### src/rtl/wform_arb_pkg.sv
// ---------------------------------------------------------------------------
// wform_arb_pkg
// Shared definitions for the waveform bus arbiter:
//   - Wishbone field widths (address, data, byte select)
//   - arbiter FSM state encoding
// ---------------------------------------------------------------------------
package wform_arb_pkg;

    localparam int WB_ADR_WID = 32;
    localparam int WB_DAT_WID = 32;
    localparam int WB_SEL_WID = 4;

    // ABORT is only reachable when the slave-timeout feature is built in.
    typedef enum logic [1:0] {
        ST_IDLE    = 2'd0,
        ST_GRANTED = 2'd1,
        ST_ABORT   = 2'd2
    } arb_state_e;

endpackage

### src/rtl/wform_rr_pick.sv
// ---------------------------------------------------------------------------
// wform_rr_pick
// Combinational round-robin picker. Starting at last+1 and wrapping, it
// returns the first requesting master as a one-hot vector (all-zero if no
// request).
// Ports:
//   req  [NUM_MASTERS-1:0]  request vector, bit i = master i
//   last [IDX_WID-1:0]      index of the previous owner
//   pick [NUM_MASTERS-1:0]  one-hot winner
// ---------------------------------------------------------------------------
module wform_rr_pick #(
    parameter int NUM_MASTERS = 3,
    parameter int IDX_WID     = 2
) (
    input  logic [NUM_MASTERS-1:0] req,
    input  logic [IDX_WID-1:0]     last,
    output logic [NUM_MASTERS-1:0] pick
);

    int   idx;
    logic found;
    logic hit;

    // Walk the masters in priority order; the first requester found wins.
    always_comb begin
        pick  = '0;
        found = 1'b0;
        hit   = 1'b0;
        idx   = 0;
        for (int k = 1; k <= NUM_MASTERS; k++) begin
            idx       = (int'(last) + k) % NUM_MASTERS;
            hit       = req[idx] & ~found;
            pick[idx] = hit;
            found     = found | hit;
        end
    end

endmodule

### src/rtl/wform_bus_arbiter.sv
// ---------------------------------------------------------------------------
// wform_bus_arbiter
// Round-robin arbiter letting NUM_MASTERS Wishbone masters share one slave
// port (SPI master / waveform RAM). The owner keeps the bus while its m_cyc
// stays high; every hand-over passes through at least one IDLE cycle.
//
// Optional feature (macro WFORM_ARB_TIMEOUT_EN): a slave-ack timeout. After
// TIMEOUT_CYCLES strobed cycles without s_ack the owner gets a one-cycle
// m_err pulse and the arbiter parks in ABORT until the owner drops m_cyc.
// Without the macro m_err is tied low and the arbiter waits forever.
//
// Ports:
//   clk, rst                     clock, async active-high reset
//   m_cyc/m_stb/m_we [N]         per-master controls
//   m_sel [4N], m_adr/m_dat_w [32N]  packed per-master fields
//   m_dat_r [32], m_ack [N], m_err [N]  responses to the masters
//   s_cyc/s_stb/s_we, s_sel, s_adr, s_dat_w  shared slave request
//   s_dat_r, s_ack               shared slave response
//   grant [N]                    registered one-hot owner
//   busy                         state is not IDLE
// ---------------------------------------------------------------------------
module wform_bus_arbiter
    import wform_arb_pkg::*;
#(
    parameter int NUM_MASTERS    = 3,
    parameter int TIMEOUT_CYCLES = 255,
    parameter int TIMEOUT_WID    = 8
) (
    input  logic                              clk,
    input  logic                              rst,
    input  logic [NUM_MASTERS-1:0]            m_cyc,
    input  logic [NUM_MASTERS-1:0]            m_stb,
    input  logic [NUM_MASTERS-1:0]            m_we,
    input  logic [WB_SEL_WID*NUM_MASTERS-1:0] m_sel,
    input  logic [WB_ADR_WID*NUM_MASTERS-1:0] m_adr,
    input  logic [WB_DAT_WID*NUM_MASTERS-1:0] m_dat_w,
    output logic [WB_DAT_WID-1:0]             m_dat_r,
    output logic [NUM_MASTERS-1:0]            m_ack,
    output logic [NUM_MASTERS-1:0]            m_err,
    output logic                              s_cyc,
    output logic                              s_stb,
    output logic                              s_we,
    output logic [WB_SEL_WID-1:0]             s_sel,
    output logic [WB_ADR_WID-1:0]             s_adr,
    output logic [WB_DAT_WID-1:0]             s_dat_w,
    input  logic [WB_DAT_WID-1:0]             s_dat_r,
    input  logic                              s_ack,
    output logic [NUM_MASTERS-1:0]            grant,
    output logic                              busy
);

    localparam int                 IDX_WID  = (NUM_MASTERS > 1) ? $clog2(NUM_MASTERS) : 1;
    // last_grant resets to the top master so master 0 wins the first round.
    localparam logic [IDX_WID-1:0] LAST_RST = IDX_WID'(NUM_MASTERS - 1);

    if (NUM_MASTERS < 2 || NUM_MASTERS > 8 || TIMEOUT_CYCLES < 1 || TIMEOUT_WID < 1) begin : g_cfg_check
        $error("wform_bus_arbiter: unsupported parameter set");
    end

    arb_state_e             state_q;
    logic [NUM_MASTERS-1:0] grant_q;
    logic [IDX_WID-1:0]     gidx_q;
    logic [IDX_WID-1:0]     last_q;
    logic                   busy_q;
    logic [NUM_MASTERS-1:0] grant_d;
    logic [IDX_WID-1:0]     gidx_d;
    logic                   owner_cyc_s;

`ifdef WFORM_ARB_TIMEOUT_EN
    localparam logic [TIMEOUT_WID-1:0] TO_LAST = TIMEOUT_WID'(TIMEOUT_CYCLES - 1);
    logic [TIMEOUT_WID-1:0] cnt_q;
    logic [NUM_MASTERS-1:0] err_q;
    assign m_err = err_q;
`else
    assign m_err = '0;
`endif

    wform_rr_pick #(
        .NUM_MASTERS (NUM_MASTERS),
        .IDX_WID     (IDX_WID)
    ) u_pick (
        .req  (m_cyc),
        .last (last_q),
        .pick (grant_d)
    );

    // Encode the one-hot pick as an index for the registered mux select.
    always_comb begin
        gidx_d = '0;
        for (int i = 0; i < NUM_MASTERS; i++) begin
            gidx_d = gidx_d | (grant_d[i] ? IDX_WID'(i) : '0);
        end
    end

    assign owner_cyc_s = m_cyc[gidx_q];
    assign grant       = grant_q;
    assign busy        = busy_q;

    // Arbiter FSM: grant, last-owner bookkeeping and the optional timeout.
    always_ff @(posedge clk or posedge rst) begin
        if (rst) begin
            state_q <= ST_IDLE;
            grant_q <= '0;
            gidx_q  <= '0;
            last_q  <= LAST_RST;
            busy_q  <= 1'b0;
`ifdef WFORM_ARB_TIMEOUT_EN
            cnt_q   <= '0;
            err_q   <= '0;
`endif
        end else begin
`ifdef WFORM_ARB_TIMEOUT_EN
            err_q <= '0;
`endif
            case (state_q)
                ST_IDLE: begin
                    if (|m_cyc) begin
                        state_q <= ST_GRANTED;
                        grant_q <= grant_d;
                        gidx_q  <= gidx_d;
                        busy_q  <= 1'b1;
                    end
                end
                ST_GRANTED: begin
                    if (!owner_cyc_s) begin
                        state_q <= ST_IDLE;
                        grant_q <= '0;
                        last_q  <= gidx_q;
                        busy_q  <= 1'b0;
`ifdef WFORM_ARB_TIMEOUT_EN
                        cnt_q   <= '0;
                    end else if (m_stb[gidx_q]) begin
                        if (s_ack) begin
                            cnt_q <= '0;
                        end else if (cnt_q == TO_LAST) begin
                            cnt_q   <= '0;
                            err_q   <= grant_q;
                            state_q <= ST_ABORT;
                        end else begin
                            cnt_q <= cnt_q + TIMEOUT_WID'(1);
                        end
`endif
                    end
                end
`ifdef WFORM_ARB_TIMEOUT_EN
                ST_ABORT: begin
                    if (!owner_cyc_s) begin
                        state_q <= ST_IDLE;
                        grant_q <= '0;
                        last_q  <= gidx_q;
                        busy_q  <= 1'b0;
                    end
                end
`endif
                default: begin
                    state_q <= ST_IDLE;
                    grant_q <= '0;
                    busy_q  <= 1'b0;
                end
            endcase
        end
    end

    // Slave request and master response steering; everything is quiet
    // outside GRANTED, so an ack arriving in IDLE/ABORT is discarded.
    always_comb begin
        s_cyc   = 1'b0;
        s_stb   = 1'b0;
        s_we    = 1'b0;
        s_sel   = '0;
        s_adr   = '0;
        s_dat_w = '0;
        m_ack   = '0;
        m_dat_r = '0;
        case (state_q)
            ST_GRANTED: begin
                s_cyc   = m_cyc[gidx_q];
                s_stb   = m_stb[gidx_q];
                s_we    = m_we[gidx_q];
                s_sel   = m_sel[int'(gidx_q) * WB_SEL_WID +: WB_SEL_WID];
                s_adr   = m_adr[int'(gidx_q) * WB_ADR_WID +: WB_ADR_WID];
                s_dat_w = m_dat_w[int'(gidx_q) * WB_DAT_WID +: WB_DAT_WID];
                // An ack is forwarded only while the owner still holds cyc.
                m_ack   = grant_q & m_cyc & {NUM_MASTERS{s_ack}};
                m_dat_r = s_dat_r;
            end
            default: begin
                s_cyc = 1'b0;
            end
        endcase
    end

endmodule

### config.mk
export PLATFORM = sky130hd
export DESIGN_NAME = wform_bus_arbiter
export DESIGN_NICKNAME = d
export VERILOG_FILES = /design/src/rtl/wform_arb_pkg.sv /design/src/rtl/wform_rr_pick.sv /design/src/rtl/wform_bus_arbiter.sv
export SDC_FILE = /design/constraint.sdc
export NUM_CORES = 1
export LEC_CHECK = 0
export ABC_AREA = 1
export BUFFER_PORTS_ARGS = -buffer_cell sky130_fd_sc_hd__buf_2
export CORE_AREA = 2 2 141 143
export CTS_CLUSTER_SIZE = 28
export DETAILED_ROUTE_END_ITERATION = 8
export DIE_AREA = 0 0 143 145
export PLACE_DENSITY = 0.46
export SYNTH_ARGS = -nofsm -noshare
export SYNTH_HDL_FRONTEND = slang
export SYNTH_HIERARCHICAL = 1
export SYNTH_SLANG_ARGS = --single-unit
### constraint.sdc
create_clock -name clk -period 2.26 [get_ports clk]
set_input_delay 0.452 -clock clk [delete_from_list [all_inputs] [get_ports clk]]
set_output_delay 0.452 -clock clk [all_outputs]
set_load 0.01 [all_outputs]
==> impl_results.rst, run 1 <==
.. list-table::
   :header-rows: 1

   * - Metric
     - Value
   * - Maximum frequency from static timing analysis
     - about 480 MHz
   * - Buffers inserted during post-CTS setup optimization
     - 0
   * - Overall routing resource usage
     - a little over an eighth
   * - Wire length of the first global-routing pass
     - about 22000 um
   * - Total number of vias
     - about 4600
   * - Share of layout cells above drive strength 1
     - 43.30%
   * - Maxcap violations
     - 0
   * - Final routed DRC violation total
     - 0
   * - Register area share after synthesis
     - 7.634%
   * - Initial detailed-routing violation count
     - 160
   * - Number of synthesized flops with an enable pin
     - 0
   * - Launching element type of the critical path
     - flip-flop
   * - Setup repair after global routing missed its margin
     - false
   * - Clock tree from TritonCTS
     - done
   * - Drt wl/cell
     - 12.64 um
   * - Cells after Synth
     - 565
   * - Setup violations, final
     - 0
   * - Final #Nets
     - 1149
   * - Remaining global-route overflow
     - 0
   * - Delay contributed by the slowest stage of the critical path
     - 470 ps
   * - Crit path capture type
     - output port
   * - Largest fanout on the critical path
     - 43
   * - Total half-perimeter wirelength after legalization and detailed placement
     - 11890 um
   * - Clock Tree Buf Depth
     - 2
   * - Detail Route Antenna Nets
     - 0
   * - Clock root buffer
     - sky130_fd_sc_hd__clkbuf_16
   * - Area growth from synthesis to final layout
     - 81.08%
   * - Slowest cell on crit path
     - sky130_fd_sc_hd__dfrtp_2
   * - Final Hold Violating Endpoints
     - 0
   * - Final period util
     - 92.46%
   * - Insertion delay of the later-clocked pin in the worst-skew pair
     - 240 ps
   * - Unique masters post-synth
     - 25
   * - Most common cell after layout, fill and taps aside
     - sky130_fd_sc_hd__buf_2
   * - Number of warnings printed during yosys synthesis
     - 6
   * - Final instance area
     - 4778 um2
   * - Status
     - completed
   * - Seq cells post-synth
     - 8
   * - Total power draw
     - 0.005215 W
   * - Final critical-path setup slack
     - 170.4 ps
   * - Hold Path Class
     - in -> async
   * - CP Class
     - reg -> out
   * - Commonest non-fill, non-tap cells in the layout
     - sky130_fd_sc_hd__buf_2, sky130_fd_sc_hd__nor2_1, sky130_fd_sc_hd__nand2_1, sky130_fd_sc_hd__o21ai_0, sky130_fd_sc_hd__a21oi_1
   * - Final Max Slew Viols
     - 0
   * - Cell chain of the critical path
     - inv_2, nor2_4, buf_12, nand2_1, a21oi_2, buf_2
   * - Full die area
     - 20740 um2
   * - DP Worst Slack
     - about 350 ps
   * - Power density of the placed cells
     - 1091 nW/um2
   * - Clock Skew
     - 3.355 ps
   * - Cell type group with the largest total delay on the critical path
     - buffers and inverters
   * - Max IR drop VDD
     - 397.5 uV
   * - Share of async-settable or async-resettable flops after synthesis
     - 100.0%
   * - Pre-antenna DRT Iters
     - 4
   * - Post-layout minimum cycle time
     - 2090 ps
   * - Average cell area after synthesis
     - 4.670 um2
   * - Placer congestion estimate
     - 0.8639
   * - Total cell area at the placement stage
     - ~4700 um2
   * - X dimension of the die
     - 143 um
   * - Post-Route WL
     - 14680 um
   * - CTS-repair resized insts
     - 0
   * - Maximum number of pins on one net before global-route repair
     - 74
   * - Mean number of vias per cell
     - 3.997
   * - Initial core utilization
     - approximately 14%
   * - Post-synthesis instance area
     - 2639 um2
   * - Floorplan core area
     - 19210 um2
   * - Top flip-flop cell by instance count after synthesis
     - sky130_fd_sc_hd__dfrtp_1
   * - H-tree levels
     - 1
   * - CTS Sinks
     - 8
   * - Arrival time of data at the critical path endpoint
     - 1640 ps
   * - Number of buffers added by the clock tree synthesis step
     - 3
   * - Antenna violations before repair
     - 1
   * - Hold-fix buffers at CTS
     - 0
   * - Die Y-Extent
     - 145 um
   * - Leakage power of the design
     - 2.859 nW
   * - TNS Setup
     - 0 ps
   * - CTS clock-pin slew for the worst setup and hold paths
     - 40 ps
   * - Port Buffer Count
     - 357
   * - Required time at the endpoint of the critical path
     - 1810 ps
   * - Buffers & Inverters on Critical Path
     - 3
   * - Ports placed on the boundary
     - 361
   * - Number of rows in the core area
     - between 50 and 60
   * - Via count of the first global-routing pass
     - 4537
   * - Diodes inserted
     - 0
layout make-up:
class / count / area [um2]
fill: 2251 / 14430
multi-input combinational: 461 / 2009
timing repair buffer: 369 / 1952
tap: 265 / 331.6
sequential: 8 / 203.9
inverter: 54 / 202.7
clock buffer: 4 / 78.83
power breakdown:
group | leakage [nW] | internal, W | switching, W | total (W)
registers | 0.0975 | 0.000212 | 0.0000826 | 0.000295
logic | 2.72 | 0.00176 | 0.00284 | 0.00460
clock network | 0.0382 | 0.000237 | 0.0000871 | 0.000324
final timing paths:
check / from / endpoint / slack, ps / cells past startpoint
max reg2reg: last_q[0]$_DFFE_PP0P_ / gidx_q[0]$_DFFE_PP0P_ / 380 / 12
max in group asynchronous: rst / last_q[1]$_DFFE_PP1P_ / 1750 / 2
min reg2reg: last_q[1]$_DFFE_PP1P_ / last_q[1]$_DFFE_PP1P_ / 530 / 2
min: rst / grant[1]$_DFFE_PP0P_ / 190 / 2
min in group clk: last_q[1]$_DFFE_PP1P_ / last_q[1]$_DFFE_PP1P_ / 530 / 2
max: gidx_q[1]$_DFFE_PP0P_ / s_cyc / 170 / 6
layer usage:
metal / up-vias / routed length [um] / global-route usage [%]
met5: - / 13 / 0
met2: 231 / 7429 / 26.05
met3: 15 / 1143 / 1.881
met1: 1970 / 5934 / 15.16
met4: 2 / 154 / 1.931
li1: 2422 / - / -
synthesized netlist by cell type (2+ instances only):
master                     count  share of area [%]
sky130_fd_sc_hd__buf_2         8                1.5
sky130_fd_sc_hd__clkbuf_1     13                1.8
sky130_fd_sc_hd__ha_1          4                1.9
sky130_fd_sc_hd__clkbuf_2      7                1.3
sky130_fd_sc_hd__dfrtp_1       7                6.6
sky130_fd_sc_hd__buf_4        11                3.1
sky130_fd_sc_hd__inv_2         4               0.57
sky130_fd_sc_hd__a21oi_1      70                 13
sky130_fd_sc_hd__buf_1         4               0.57
sky130_fd_sc_hd__nand2_1     139                 20
sky130_fd_sc_hd__nand3_1      13                2.5
sky130_fd_sc_hd__a21oi_2       2               0.66
sky130_fd_sc_hd__nand2_2       4               0.95
sky130_fd_sc_hd__o21ai_0      74                 14
sky130_fd_sc_hd__inv_1        50                7.1
sky130_fd_sc_hd__nor2_1      146                 21
kinds of logic (layout without fill, tap and decap cells):
group           count (synthesis)  after routing  share of synthesized area (%)
simple gates                  306            306                          45.28
compound gates                148            148                          28.55
buf+inv                        98            427                          16.50
flops                           8              8                          7.634
fa+ha+maj                       4              4                          1.897
other cells                     1              3                         0.1421
stage by stage:
stage	utilization [%]	cells	hold slack (ps)
3_5_place_dp	24.47	1157	468.8
5_1_grt	24.88	1161	228.3
6_report	24.88	1161	189.4
3_3_place_gp	24.47	1157	463.0
4_1_cts	24.88	1161	210.9
2_1_floorplan	-	567	266.9
registers in the layout, indices dropped and copies added (netlist names):
| signal | cells |
|---|---|
| grant | 3 |
| busy | 1 |
| gidx_q | 2 |
| last_q | 2 |
No activity file was read; power rests on OpenSTA's default activity.
==> run 2: changes to the inputs <==
Settings changed: CORE_AREA 2 2 141 143 to 2 2 140 142, DIE_AREA 0 0 143 145 to 0 0 142 144, PLACE_DENSITY 0.46 to 0.47, RECOVER_POWER set to 25, SYNTH_HIERARCHICAL 1 to unset.
==> run 2 against run 1 <==
Compared with the run above: non-clock buffer count down 2; register-to-register slack gained 200 ps; sequential share of layout area grew 0.13 points; utilization is 0.55 points lower; cell count shrank 3.6%; hold slack got worse by 1.5 ps; critical path depth is 1 higher; critical path type unchanged; clock skew shrank 0.98 ps; largest power group unchanged; cell area shrank 2.9%.
==> impl_results.rst, run 2 <==
.. list-table::
   :header-rows: 1

   * - Metric
     - Value
   * - Status
     - completed
   * - Cell type contributing the most total cell area after synthesis
     - sky130_fd_sc_hd__nor2_1
   * - Hold Path Class
     - in -> async
   * - Final instance area
     - 4642 um2
   * - CP Class
     - reg -> out
   * - Share of async-settable or async-resettable flops after synthesis
     - 100.0%
   * - Floorplan core area
     - 19080 um2
   * - Final Max Slew Viols
     - 0
   * - Number of rows in the core area
     - 51
   * - Switching power total
     - 0.002920 W
   * - Initial core utilization
     - 13.68%
   * - TNS Setup
     - 0 ps
   * - Worst slew slack as a fraction of its limit
     - 56.19%
   * - Arrival time of data at the critical path endpoint
     - 1670 ps
   * - Total number of vias
     - around 4500
   * - Total half-perimeter wirelength after legalization and detailed placement
     - about 11000 um
   * - Clock tree from TritonCTS
     - done
   * - Largest fanout on the critical path
     - 47
   * - Setup repair after global routing missed its margin
     - false
   * - Post-synthesis instance area
     - 2610 um2
   * - Area growth from synthesis to final layout
     - 77.85%
   * - Layout Cells excl Fill
     - 1119
   * - Setup violations, final
     - 0
   * - Total cell area at the placement stage
     - 4589 um2
   * - CTS clock-pin slew for the worst setup and hold paths
     - roughly 40 ps
   * - Diodes inserted
     - 0
   * - Most common cell after layout, fill and taps aside
     - sky130_fd_sc_hd__buf_2
   * - Complex-gate fraction of the synthesized area
     - 30.25%
   * - Remaining global-route overflow
     - 0
   * - Wire length of the first global-routing pass
     - 20130 um
   * - Clock Skew
     - ~2.4 ps
   * - Detail Route Antenna Nets
     - 0
   * - Number of warnings printed during yosys synthesis
     - 0
   * - Simple-gate portion of the synthesized area
     - between 40% and 50%
   * - Commonest non-fill, non-tap cells in the layout
     - sky130_fd_sc_hd__buf_2, sky130_fd_sc_hd__nor2_1, sky130_fd_sc_hd__nand2_1, sky130_fd_sc_hd__o21ai_0, sky130_fd_sc_hd__a21oi_1
   * - Ports placed on the boundary
     - approximately 360
   * - Post-layout minimum cycle time
     - between 2000 and 2500 ps
   * - Mean number of vias per cell
     - 4.063
   * - Average cell area after synthesis
     - ~4.7 um2
   * - Die Y-Extent
     - roughly 140 um
   * - Max IR drop VDD
     - 471.3 uV
   * - Leakage power of the design
     - 2.727 nW
   * - CTS-repair resized insts
     - 0
   * - Share of layout cells above drive strength 1
     - between 40% and 50%
   * - Filler Cells Inserted
     - approximately 2300
   * - Buffers inserted during post-CTS setup optimization
     - 0
   * - Clock Tree Buf Depth
     - 2
   * - Post-route worst hold slack
     - 187.9 ps
   * - Yosys top cell area share
     - between 20% and 30%
   * - Register area share after synthesis
     - 7.718%
   * - Power density of the placed cells
     - 1083 nW/um2
   * - Cells after Synth
     - 552
   * - Number of synthesized flops with an enable pin
     - 0
   * - Seq cells post-synth
     - 8
   * - Pint
     - 0.002109 W
   * - Worst Max-Slew Pin Slew
     - around 660 ps
   * - Post-Route WL
     - 13910 um
   * - Unique masters post-synth
     - 24
   * - Maximum number of pins on one net before global-route repair
     - 73
   * - Clock root buffer
     - sky130_fd_sc_hd__clkbuf_16
   * - Hold-fix buffers at CTS
     - 0
   * - Required time at the endpoint of the critical path
     - 1810 ps
   * - Antenna violations before repair
     - 1
   * - Power share of the sequential group
     - around 5%
   * - Placer congestion estimate
     - 0.7862
   * - Overall routing resource usage
     - between 10 and 15%
   * - Count of placed standard cells including taps
     - 1115
   * - Via count of the first global-routing pass
     - just over 4000
   * - Crit path capture type
     - output port
   * - Initial detailed-routing violation count
     - 212
   * - H-tree levels
     - 1
   * - X dimension of the die
     - 142 um
   * - Full die area
     - 20450 um2
   * - Leading post-synthesis cells by cell area
     - sky130_fd_sc_hd__nor2_1, sky130_fd_sc_hd__nand2_1, sky130_fd_sc_hd__o21ai_0, sky130_fd_sc_hd__a21oi_1, sky130_fd_sc_hd__dfrtp_1
   * - Launching element type of the critical path
     - flip-flop
   * - Main combinational cell family by area after synthesis
     - simple AND/OR/NAND/NOR gates
   * - Final period util
     - between 90% and 100%
   * - CTS Sinks
     - 8
   * - Top flip-flop cell by instance count after synthesis
     - sky130_fd_sc_hd__dfrtp_1
   * - Leading cell types by count after synthesis
     - sky130_fd_sc_hd__nor2_1, sky130_fd_sc_hd__nand2_1, sky130_fd_sc_hd__o21ai_0
   * - Most repeated cell in the gate-level netlist after synthesis
     - sky130_fd_sc_hd__nor2_1
   * - Share of total power in the clock network
     - 6.2%
   * - Number of buffers added by the clock tree synthesis step
     - 3
   * - Part of the total power dissipated in combinational logic
     - 88.9%
   * - Final #Nets
     - 1134
   * - Post-synthesis share of cell area spent on full adders, half adders and majority gates
     - 1.918%
   * - Switching part of the total
     - 58.06%
   * - Maxcap violations
     - 0
   * - Final routed DRC violation total
     - 0
   * - Insertion delay of the later-clocked pin in the worst-skew pair
     - 230 ps
   * - Parity-gate share of the synthesized area counting xor and xnor cells
     - 0%
   * - Flip-flop count of the largest register after layout
     - 3
   * - Drt wl/cell
     - 12.43 um
   * - Pre-antenna DRT Iters
     - 4
   * - Port Buffer Count
     - roughly 360
   * - Share of synthesized area spent on multiplexers
     - 0%
   * - Maximum frequency from static timing analysis
     - 470.2 MHz
   * - Final Hold Violating Endpoints
     - 0
-- run 2: cell count changes after synthesis, sizes merged, moves of 2 or more --
| cell | before | now |
|---|---|---|
| a31oi | 0 | 3 |
| nand3 | 14 | 6 |
| nor2 | 148 | 150 |
| inv | 54 | 47 |
| nand2 | 143 | 138 |
| buf | 24 | 37 |
| o21ai | 74 | 80 |
| clkbuf | 20 | 7 |
-- run 2: logic make-up after synthesis --
group                    Yosys count
flip-flops                         8
adder cells (fa/ha/maj)            4
AND/OR/NAND/NOR                  294
AO/OA/AOI/OAI                    154
buffers and inverters             91
other                              1
-- run 2: cell type report --
type | instances | area, um2 | share of cell area (%)
Inverter | 47 | 176.4 | 3.801
Multi-Input combinational cell | 455 | 1987 | 42.80
Timing Repair Buffer | 367 | 1898 | 40.89
Clock buffer | 4 | 78.83 | 1.698
Tap cell | 238 | 297.8 | 6.415
Sequential cell | 8 | 203.9 | 4.394
-- run 2: metal layers --
layer	vias up	wire, um	track usage, %
met4	2	76	1.368
li1	2389	-	-
met2	217	7007	23.11
met3	8	1227	3.179
met5	-	11	0
met1	1930	5590	13.99
-- run 2: worst paths after layout --
path	from	endpoint	slack (ps)	depth (start not counted)
min in group clk	grant[2]$_DFFE_PP0P_	grant[2]$_DFFE_PP0P_	510	2
max in group asynchronous	rst	last_q[1]$_DFFE_PP1P_	1770	2
worst max register to register	last_q[0]$_DFFE_PP0P_	grant[1]$_DFFE_PP0P_	580	10
worst min register to register	grant[2]$_DFFE_PP0P_	grant[2]$_DFFE_PP0P_	510	2
worst max-delay path	gidx_q[0]$_DFFE_PP0P_	s_we	130	7
worst min-delay path	rst	gidx_q[1]$_DFFE_PP0P_	190	2
-- run 2: stage by stage --
step | worst slack (ps) | util [%] | total power, W
after floorplan | 700.9 | - | 0.003122
after global placement | 378.3 | 24.05 | 0.004821
after detailed placement | 388.8 | 24.05 | 0.004793
after CTS | 125.5 | 24.47 | 0.005126
after global routing | 8.618 | 24.33 | 0.005625
final | 133.4 | 24.33 | 0.005029
-- run 2: power by group through the flow --
stage	registers (W)	clock network [W]	logic (W)
after floorplan	0.000251	0	0.00287
after detailed placement	0.000252	0	0.00454
after global placement	0.000251	0	0.00457
final	0.000250	0.000310	0.00447
after CTS	0.000250	0.000319	0.00456
after global routing	0.000260	0.000329	0.00504
-- run 2: critical path, cell delays in order (launching register included) --
cell	delay, ps
sky130_fd_sc_hd__dfrtp_2	380
sky130_fd_sc_hd__buf_12	240
sky130_fd_sc_hd__buf_12	210
sky130_fd_sc_hd__nor2_1	60
sky130_fd_sc_hd__nor2_1	70
sky130_fd_sc_hd__o21ai_0	110
sky130_fd_sc_hd__a21oi_1	160
sky130_fd_sc_hd__buf_2	160
